<file path="config.mk">
export PLATFORM = sky130hd
export DESIGN_NAME = fetch_unit_flat
export DESIGN_NICKNAME = d
export VERILOG_FILES = /design/src/rtl/fetch_pkg.sv /design/src/rtl/fetch_unit_if.sv /design/src/rtl/sync_fifo.sv /design/src/rtl/fetch_unit.sv /design/src/flat_wrapper.sv
export SDC_FILE = /design/constraint.sdc
export NUM_CORES = 1
export LEC_CHECK = 0
export BUFFER_PORTS_ARGS = -buffer_cell sky130_fd_sc_hd__buf_2
export CORE_MARGIN = 2
export CORE_UTILIZATION = 55
export CTS_BUF_LIST = sky130_fd_sc_hd__clkbuf_8
export DETAILED_ROUTE_END_ITERATION = 8
export PLACE_DENSITY = 0.88
export SKIP_LAST_GASP = 1
export SYNTH_ARGS = -nofsm -noshare
export SYNTH_HDL_FRONTEND = slang
export SYNTH_HIERARCHICAL = 1
export SYNTH_SLANG_ARGS = --single-unit
</file>
<file path="constraint.sdc">
create_clock -name clk -period 19 [get_ports clk]
set_clock_uncertainty 0.05 [all_clocks]
set_input_delay 3.8 -clock clk [delete_from_list [all_inputs] [get_ports clk]]
set_output_delay 3.8 -clock clk [all_outputs]
set_load 0.01 [all_outputs]
</file>
<file path="src/rtl/fetch_pkg.sv">
// Shared widths, reset constant and queue entry type for the instruction fetch front end.
package fetch_pkg;

    localparam int PC_WIDTH            = 16;
    localparam int INSTR_WIDTH         = 32;
    localparam int DEFAULT_QUEUE_DEPTH = 4;

    localparam logic [PC_WIDTH-1:0] RESET_PC = '0;

    typedef struct packed {
        logic [PC_WIDTH-1:0]    pc;
        logic [INSTR_WIDTH-1:0] instr;
    } fetch_entry_t;

endpackage

</file>
<file path="src/rtl/fetch_unit_if.sv">
// Fetch unit bus: instruction memory read port, redirect input and consumer handshake.
interface fetch_unit_if;
    import fetch_pkg::*;

    logic                   imem_req;
    logic [PC_WIDTH-1:0]    imem_addr;
    logic [INSTR_WIDTH-1:0] imem_rdata;
    logic                   redirect_valid;
    logic [PC_WIDTH-1:0]    redirect_pc;
    logic                   out_valid;
    logic [INSTR_WIDTH-1:0] out_instr;
    logic [PC_WIDTH-1:0]    out_pc;
    logic                   out_ready;
    logic [PC_WIDTH-1:0]    fetch_pc;

    modport master (
        output imem_req, imem_addr, out_valid, out_instr, out_pc, fetch_pc,
        input  imem_rdata, redirect_valid, redirect_pc, out_ready
    );

    modport slave (
        input  imem_req, imem_addr, out_valid, out_instr, out_pc, fetch_pc,
        output imem_rdata, redirect_valid, redirect_pc, out_ready
    );

endinterface

</file>
<file path="src/rtl/sync_fifo.sv">
// Synchronous FIFO with synchronous clear, occupancy count and same-cycle push+pop (even when full).
module sync_fifo #(
    parameter int WIDTH = 8,
    parameter int DEPTH = 4
) (
    input  logic                         clk,
    input  logic                         rst,
    input  logic                         clear_i,
    input  logic                         push_i,
    input  logic [WIDTH-1:0]             wdata_i,
    input  logic                         pop_i,
    output logic [WIDTH-1:0]             rdata_o,
    output logic [$clog2(DEPTH+1)-1:0]   count_o,
    output logic                         full_o,
    output logic                         empty_o
);

    localparam int AW = $clog2(DEPTH);
    localparam int CW = $clog2(DEPTH + 1);

    logic [WIDTH-1:0] mem_q [DEPTH];
    logic [AW-1:0]    wr_ptr_q, wr_ptr_d;
    logic [AW-1:0]    rd_ptr_q, rd_ptr_d;
    logic [CW-1:0]    count_q, count_d;
    logic             do_push, do_pop;

    assign empty_o = (count_q == '0);
    assign full_o  = (count_q == CW'(DEPTH));
    assign do_pop  = pop_i && !empty_o;
    assign do_push = push_i && (!full_o || do_pop);
    assign rdata_o = mem_q[rd_ptr_q];
    assign count_o = count_q;

    always_comb begin
        // NOTE: every signal gets a default first so no path through this block infers a latch.
        wr_ptr_d = wr_ptr_q;
        rd_ptr_d = rd_ptr_q;
        count_d  = count_q;
        if (clear_i) begin
            wr_ptr_d = '0;
            rd_ptr_d = '0;
            count_d  = '0;
        end else begin
            if (do_push) wr_ptr_d = wr_ptr_q + AW'(1);
            if (do_pop)  rd_ptr_d = rd_ptr_q + AW'(1);
            case ({do_push, do_pop})
                2'b10:   count_d = count_q + CW'(1);
                2'b01:   count_d = count_q - CW'(1);
                default: count_d = count_q;
            endcase
        end
    end

    always_ff @(posedge clk) begin
        // NOTE: non-blocking assignments so every flop samples pre-edge values regardless of block order.
        if (rst) begin
            wr_ptr_q <= '0;
            rd_ptr_q <= '0;
            count_q  <= '0;
        end else begin
            wr_ptr_q <= wr_ptr_d;
            rd_ptr_q <= rd_ptr_d;
            count_q  <= count_d;
        end
    end

    // NOTE: storage is deliberately not reset; occupancy is tracked by the pointers and count alone.
    always_ff @(posedge clk) begin
        if (do_push && !clear_i) mem_q[wr_ptr_q] <= wdata_i;
    end

endmodule

</file>
<file path="src/rtl/fetch_unit.sv">
// Fetch front end: owns the PC, issues credit-limited imem reads, queues responses, handles redirects.
module fetch_unit
    import fetch_pkg::*;
#(
    parameter int QUEUE_DEPTH = DEFAULT_QUEUE_DEPTH
) (
    input  logic          clk,
    input  logic          rst,
    fetch_unit_if.master  bus
);

    localparam int CW = $clog2(QUEUE_DEPTH + 1);

    logic [PC_WIDTH-1:0] fetch_pc_q, fetch_pc_d;
    logic [PC_WIDTH-1:0] inflight_pc_q, inflight_pc_d;
    logic                inflight_q, inflight_d;

    logic                issue, push, pop;
    logic                fifo_empty, fifo_full;
    logic [CW-1:0]       fifo_count, credit_used;
    fetch_entry_t        resp_entry, head_entry;

    // An inflight read already owns a slot, so it counts against the queue before it lands.
    assign credit_used = fifo_count + CW'(inflight_q);
    assign issue       = !rst && !bus.redirect_valid && (credit_used < CW'(QUEUE_DEPTH));
    assign push        = inflight_q && !rst && !bus.redirect_valid;
    assign pop         = bus.out_valid && bus.out_ready;
    assign resp_entry  = '{pc: inflight_pc_q, instr: bus.imem_rdata};

    assign bus.imem_req  = issue;
    assign bus.imem_addr = fetch_pc_q;
    assign bus.fetch_pc  = fetch_pc_q;
    assign bus.out_valid = !rst && !bus.redirect_valid && !fifo_empty;
    assign bus.out_pc    = (rst || fifo_empty) ? '0 : head_entry.pc;
    assign bus.out_instr = (rst || fifo_empty) ? '0 : head_entry.instr;

    sync_fifo #(
        .WIDTH ($bits(fetch_entry_t)),
        .DEPTH (QUEUE_DEPTH)
    ) u_queue (
        .clk     (clk),
        .rst     (rst),
        .clear_i (bus.redirect_valid),
        .push_i  (push),
        .wdata_i (resp_entry),
        .pop_i   (pop),
        .rdata_o (head_entry),
        .count_o (fifo_count),
        .full_o  (fifo_full),
        .empty_o (fifo_empty)
    );

    always_comb begin
        fetch_pc_d    = fetch_pc_q;
        inflight_pc_d = inflight_pc_q;
        inflight_d    = 1'b0;
        if (bus.redirect_valid) begin
            fetch_pc_d = bus.redirect_pc;
        end else if (issue) begin
            inflight_d    = 1'b1;
            inflight_pc_d = fetch_pc_q;
            fetch_pc_d    = fetch_pc_q + PC_WIDTH'(1);
        end
    end

    always_ff @(posedge clk) begin
        if (rst) begin
            fetch_pc_q    <= RESET_PC;
            inflight_pc_q <= RESET_PC;
            inflight_q    <= 1'b0;
        end else begin
            fetch_pc_q    <= fetch_pc_d;
            inflight_pc_q <= inflight_pc_d;
            inflight_q    <= inflight_d;
        end
    end

    // The credit check makes a response landing in a full queue without a pop impossible.
    a_no_overflow: assert property (@(posedge clk) disable iff (rst) !(push && fifo_full && !pop));

endmodule

</file>
<file path="src/flat_wrapper.sv">
// flat-port wrapper written by rule: the top's interface ports become plain ports
module fetch_unit_flat import fetch_pkg::*;
#(
    parameter int QUEUE_DEPTH = DEFAULT_QUEUE_DEPTH
)
  (clk, rst, bus_imem_req, bus_imem_addr, bus_out_valid, bus_out_instr, bus_out_pc, bus_fetch_pc, bus_imem_rdata, bus_redirect_valid, bus_redirect_pc, bus_out_ready);
  fetch_unit_if bus_i ();
  input  logic clk;
  input  logic rst;
  output wire logic [$bits(bus_i.imem_req)-1:0] bus_imem_req;
  output wire logic [$bits(bus_i.imem_addr)-1:0] bus_imem_addr;
  output wire logic [$bits(bus_i.out_valid)-1:0] bus_out_valid;
  output wire logic [$bits(bus_i.out_instr)-1:0] bus_out_instr;
  output wire logic [$bits(bus_i.out_pc)-1:0] bus_out_pc;
  output wire logic [$bits(bus_i.fetch_pc)-1:0] bus_fetch_pc;
  input wire logic [$bits(bus_i.imem_rdata)-1:0] bus_imem_rdata;
  input wire logic [$bits(bus_i.redirect_valid)-1:0] bus_redirect_valid;
  input wire logic [$bits(bus_i.redirect_pc)-1:0] bus_redirect_pc;
  input wire logic [$bits(bus_i.out_ready)-1:0] bus_out_ready;
  assign bus_imem_req = bus_i.imem_req;
  assign bus_imem_addr = bus_i.imem_addr;
  assign bus_out_valid = bus_i.out_valid;
  assign bus_out_instr = bus_i.out_instr;
  assign bus_out_pc = bus_i.out_pc;
  assign bus_fetch_pc = bus_i.fetch_pc;
  assign bus_i.imem_rdata = bus_imem_rdata;
  assign bus_i.redirect_valid = bus_redirect_valid;
  assign bus_i.redirect_pc = bus_redirect_pc;
  assign bus_i.out_ready = bus_out_ready;
  fetch_unit #(.QUEUE_DEPTH(QUEUE_DEPTH)) u_core (.clk(clk), .rst(rst), .bus(bus_i));
endmodule
</file>
==> metrics.md, run 1 <==
| Metric | Value |
|---|---|
| Starting DRT DRC Count | 380 |
| Core Region | about 17,000 µm² |
| Leakage | between 3 and 4 nW |
| Max Fclk | between 100 and 150 MHz |
| Syn nets | between 600 and 700 |
| Share of cells above drive strength 1 | 34.4% |
| Switch Pwr | a little under 0.2 mW |
| Largest net degree at the start of global routing | approximately 50 |
| Slowest CP cell | nor2_1 |
| Final Max Slew Viols | 0 |
| Fin nets | between 700 and 800 |
| WL/cell | about 19 µm |
| Initial Util | a little under three fifths |
| Core Util, Final | 63.7% |
| Total power | approximately 0.97 mW |
| CTS sink count | roughly 230 |
| Worst-Skew Late Latency | between 0.5 and 0.6 ns |
| Total gr overflow | 0 |
| Power per Cell Area | just under 90 nW/µm² |
| DRC errors left | 0 |
| Width of the die | about 140 µm |
| Critical path endpoint category | output pin |
| Outcome | completed |
| RSZ-0062 raised after global routing | false |
| Post-Synthesis Cells | 580 |
| Wire length on met1 | 7240 µm |
| Power share of the clock group | approximately two fifths |
| DR vias/cell | 5.76 |
| Clock slew at reported path FFs | about 0.060 ns |
| Part of the power in registers | 58.1% |
| Logic pwr share | 3.0% |
| Final hold slack | between 0.4 and 0.5 ns |
| ANT cells | 0 |
| CTS tree | yes |
| Internal | 0.779 mW |
| Cells along the critical path | buf_2, nor2_1, nand2_1, inv_1, buf_2 |
| Final hold vios | 0 |
| Clock Path Buffers | 3 |
| Worst slew pin tran | between 0.9 and 1 ns |
| Warning count from the yosys run | 6 |
| IO Pins | roughly 130 |
| Die Y | around 140 µm |
| Number of core rows | 48 |
| Wire length on met2 | about 9400 µm |
| Sw Share | between 20 and 25% |
| HP Class | reg2reg |
| Post-synthesis average cell area | approximately 17 µm² |
| Routed WL | 18,200 µm |
| Synthesized area | 9580 µm² |
| Largest delay share family, worst path | simple AND/OR/NAND/NOR gates |
| Crit path buf inv count | 3 |
| R2R cell count | 7 |
| Post-Route Setup TNS | 0 ns |
| Tmin final | 9.31 ns |
| Area Overhead vs Synth | 14.2% |
| Resize count post-CTS | 0 |
| First-pass DRT Iterations | 4 |
| Fin crit share | slightly below 50% |
| Max VDD drop | about 0.052 mV |
| Max-cap viol count | 0 |
| Crit-path max FO | 31 |
| Critical path startpoint category | input pin |
| Fin area | 10,900 µm² |
| CP Class | in2out |
| Hold-fix buffers, CTS | 0 |
| First-pass GRT wire length | roughly 29,000 µm |
| DRT antenna net count | 0 |
| Post-DP HPWL | between 10,000 and 15,000 µm |
| Initial antenna violation count | 0 |
| DR WL met3 | between 1000 and 1500 µm |
| Multi-input logic area | between 2000 and 3000 µm² |
| Slew headroom | between 30% and 40% |
| Slowest Stage Delay on Critical Path | between 0.6 and 0.7 ns |
| Via Count | 5,486 |
| Top Metal Used | met4 |
| CTS root buf | clkbuf_8 |
| Num CTS Buffers | 36 |
| Die area | approximately 18,000 µm² |
| Worst EP arrival | about 5.5 ns |
| Hold path cells | 0 |
| Fillers | approximately 1,200 |
| Critical path's most frequent cell | buf_2 |
| Finish-stage setup viols | 0 |
| Total setup buffers inserted after CTS | 0 |
| Number of global-route vias before repair | ~5,600 |
| PortBufs | 133 |
| Worst EP required | about 15 ns |
| Reg area | 6610 µm² |
| Total GRT Usage | about 20% |
| CP Depth | 5 |
| H-tree depth | 2 |
| Area post-placement | 10,300 µm² |
| Gpl congestion | between 0.8 and 0.9 |
## metal layers
layer / GRT usage [%] / vias up
met4: 5.38 / 0
li1: - / 2503
met2: 34.9 / 230
met3: 4.70 / 37
met5: 0 / -
met1: 25.8 / 2716
## final cells by class
class,count,share of cell area [%]
multi-input cells,279,24.0
clock buffers,41,5.15
well taps,225,2.57
flip-flops and latches,234,60.4
inverters,15,0.514
repair buffers,140,6.56
clock inverters,18,0.857
## placed cells by master (no fill, tap or decap), types with 3 or more instances in the layout
cell and count:
dfxtp_1 40, xnor2_1 5, and2_1 50, nand2_1 23, inv_1 29, o211ai_1 14, edfxtp_1 192, mux4_2 48
ha_1 5, nor3_1 3, a311oi_1 10, nand2b_1 4, and4_1 3, nand3_1 20, xor2_1 3, buf_4 7
buf_2 133, clkinv_1 3, or4_1 4, o21ai_0 12, a21oi_1 5, nor4_1 3, o31ai_1 7, nor2_1 17
nor3b_2 4, clkbuf_8 41
## through the flow
stage                     setup slack, ns  std cells
after CTS                            9.71        952
after detailed placement             9.71        893
after global routing                 9.51        952
after floorplan                      9.93        580
after global placement               9.85        893
final                                9.69        952
## state kept, by name, summed over array words and instances, names as in the netlist, named ones only
signal                   count
u_core/u_queue/count_o       3
u_core/u_queue/mem_q       192
u_core/inflight_q            1
u_core/u_queue/rd_ptr_q      2
u_core/inflight_pc_q        16
u_core/u_queue/wr_ptr_q      2
u_core/bus.fetch_pc         16
## power groups by stage
| stage | clock, mW | combinational [mW] | sequential, mW |
|---|---|---|---|
| global route | 0.411 | 0.0318 | 0.567 |
| CTS | 0.388 | 0.0290 | 0.566 |
| detailed placement | 0 | 0.0288 | 0.577 |
| global placement | 0 | 0.0273 | 0.576 |
| finish | 0.379 | 0.0289 | 0.567 |
| floorplan | 0 | 0.0164 | 0.576 |
## path summary, 6_finish.rpt
path                                   from                          end  slack [ns]
setup / recovery         bus_redirect_valid                 bus_imem_req        9.69
hold / removal      u_core/inflight_pc_q[8]  u_core/u_queue/mem_q[0][40]        0.46
setup reg to reg  u_core/u_queue/count_o[2]  u_core/u_queue/mem_q[0][24]       15.95
hold reg to reg     u_core/inflight_pc_q[8]  u_core/u_queue/mem_q[0][40]        0.46
Power figures use the tool's default switching activity.
==> inputs of run 2 (changes only) <==
Clock period 19 ns to 9.3 ns, I/O delays scaled along.
==> metrics.md, run 2 (synthesis gave the netlist of run 1 again) <==
| Metric | Value |
|---|---|
| Initial Util | between 50 and 60% |
| R2R cell count | 7 |
| CTS sink count | approximately 230 |
| Initial antenna violation count | 0 |
| Resize count post-CTS | 0 |
| First-pass DRT Iterations | 6 |
| WL/cell | 19.0 µm |
| Biggest register | u_core/u_queue/mem_q |
| Final Max Slew Viols | 0 |
| CP Class | in2out |
| Final hold vios | 0 |
| Max FFs per register | approximately 190 |
| Finish-stage setup viols | 0 |
| Cells along the critical path | buf_2, nor2_1, nand2_1, inv_1, buf_2 |
| Routed WL | between 15,000 and 20,000 µm |
| DRT antenna net count | 0 |
| Tmin final | 5.49 ns |
| Most common cell after layout, fill and taps aside | edfxtp_1 |
| Max Fclk | roughly 180 MHz |
| ANT cells | 0 |
| Max VDD drop | roughly 0.10 mV |
| Outcome | completed |
| Critical path startpoint category | input pin |
| RSZ-0062 raised after global routing | false |
| First-pass GRT wire length | between 20,000 and 30,000 µm |
| Fillers | between 1,000 and 1,500 |
| Total setup buffers inserted after CTS | 0 |
| Clock Path Buffers | 3 |
| Crit-path max FO | 31 |
| Largest net degree at the start of global routing | ~50 |
| Total GRT Usage | 20.3% |
| Worst flop-to-flop path startpoint | u_core/u_queue/count_o[2] |
| Worst-Skew Late Latency | roughly 0.51 ns |
| Worst EP arrival | 3.58 ns |
| Hold-fix buffers, CTS | 0 |
| HP Class | reg2reg |
| Power per Cell Area | around 180 nW/µm² |
| Post-Route Setup TNS | 0 ns |
| Total gr overflow | 0 |
| Setup crit start | bus_redirect_valid |
| Reg2Reg Setup Slack | between 6 and 7 ns |
| Slew headroom | about a third |
| Via Count | between 5,000 and 6,000 |
| Core Region | 17,200 µm² |
| DRC errors left | 0 |
| Clock slew at reported path FFs | approximately 0.05 ns |
| Final hold slack | between 0.4 and 0.5 ns |
| Number of core rows | 48 |
| PortBufs | between 100 and 150 |
| Critical path's most frequent cell | buf_2 |
| Width of the die | ~140 µm |
| Share of cells above drive strength 1 | 34.6% |
| Critical path endpoint category | output pin |
| CTS root buf | clkbuf_8 |
| Worst r2r dst | u_core/u_queue/mem_q[2][10] |
| H-tree depth | 2 |
| CTS tree | yes |
| IO Pins | 134 |
| Slowest CP cell | nor2_1 |
| Hold_sp | u_core/inflight_pc_q[8] |
| Worst slew pin tran | around 1 ns |
| Number of global-route vias before repair | between 5,000 and 6,000 |
| Post-DP HPWL | about 11,000 µm |
| Fin nets | approximately 770 |
| Setup crit end | bus_imem_req |
| Num CTS Buffers | 38 |
| Max-cap viol count | 0 |
| Area Overhead vs Synth | 14.7% |
| Commonest non-fill, non-tap cells in the layout | 192 x edfxtp_1, 133 x buf_2, 50 x and2_1 |
| Leakage | between 3 and 4 nW |
| Fin crit share | between 50% and 60% |
| Slowest Stage Delay on Critical Path | roughly 0.72 ns |
| Die area | 18,500 µm² |
| Worst EP required | approximately 7.4 ns |
| DR vias/cell | 5.76 |
| Die Y | 136 µm |
| Starting DRT DRC Count | ~350 |
| Gpl congestion | about 0.84 |
==> run 2: cell type report <==
class | count | area, µm² | share of cell area [%]
Tap cell | 225 | 282 | 2.56
Clock buffer | 42 | 578 | 5.26
Inverter | 15 | 56.3 | 0.512
Sequential cell | 234 | 6610 | 60.2
Clock inverter | 24 | 120 | 1.09
Timing Repair Buffer | 140 | 718 | 6.54
Multi-Input combinational cell | 279 | 2620 | 23.9
==> run 2: how the worst min path moves through the flow <==
stage | end | slack, ns | depth (start not counted)
2_1_floorplan | u_core/u_queue/mem_q[0][33] | 0.41 | 0
3_3_place_gp | u_core/u_queue/mem_q[2][35] | 0.43 | 0
3_5_place_dp | u_core/u_queue/mem_q[1][40] | 0.45 | 0
4_1_cts | u_core/u_queue/mem_q[0][40] | 0.46 | 0
5_1_grt | u_core/u_queue/mem_q[3][35] | 0.48 | 0
6_report | u_core/u_queue/mem_q[0][40] | 0.46 | 0
==> run 2: report_power, final <==
group	switching, mW	internal (mW)
logic	0.0344	0.0246
clock network	0.363	0.439
registers	0.0154	1.14
==> run 2: worst max-delay path, delay by kind of cell <==
kind                   cells  cell delay, ns
AND/OR/NAND/NOR            2            1.06
buffers and inverters      3            0.65
==> run 2: per-stage QoR <==
| stage | setup slack (ns) | instances | total power, mW | cell area [µm²] | utilization, % |
|---|---|---|---|---|---|
| 6_report | 3.81 | 959 | 2.02 | 11000 | 64.0 |
| 5_1_grt | 3.68 | 959 | 2.09 | 11000 | 64.0 |
| 4_1_cts | 3.83 | 959 | 2.04 | 11000 | 64.0 |
| 3_5_place_dp | 3.82 | 893 | 1.24 | 10300 | 59.9 |
| 3_3_place_gp | 4.03 | 893 | 1.23 | 10300 | 59.9 |
| 2_1_floorplan | 2.17 | 580 | 1.21 | 9580 | - |
==> run 2: layer usage <==
metal,wire length (µm),GRT usage [%]
met5,0,0
met4,305,6.02
met3,1210,4.10
met2,9350,35.1
met1,7390,25.9
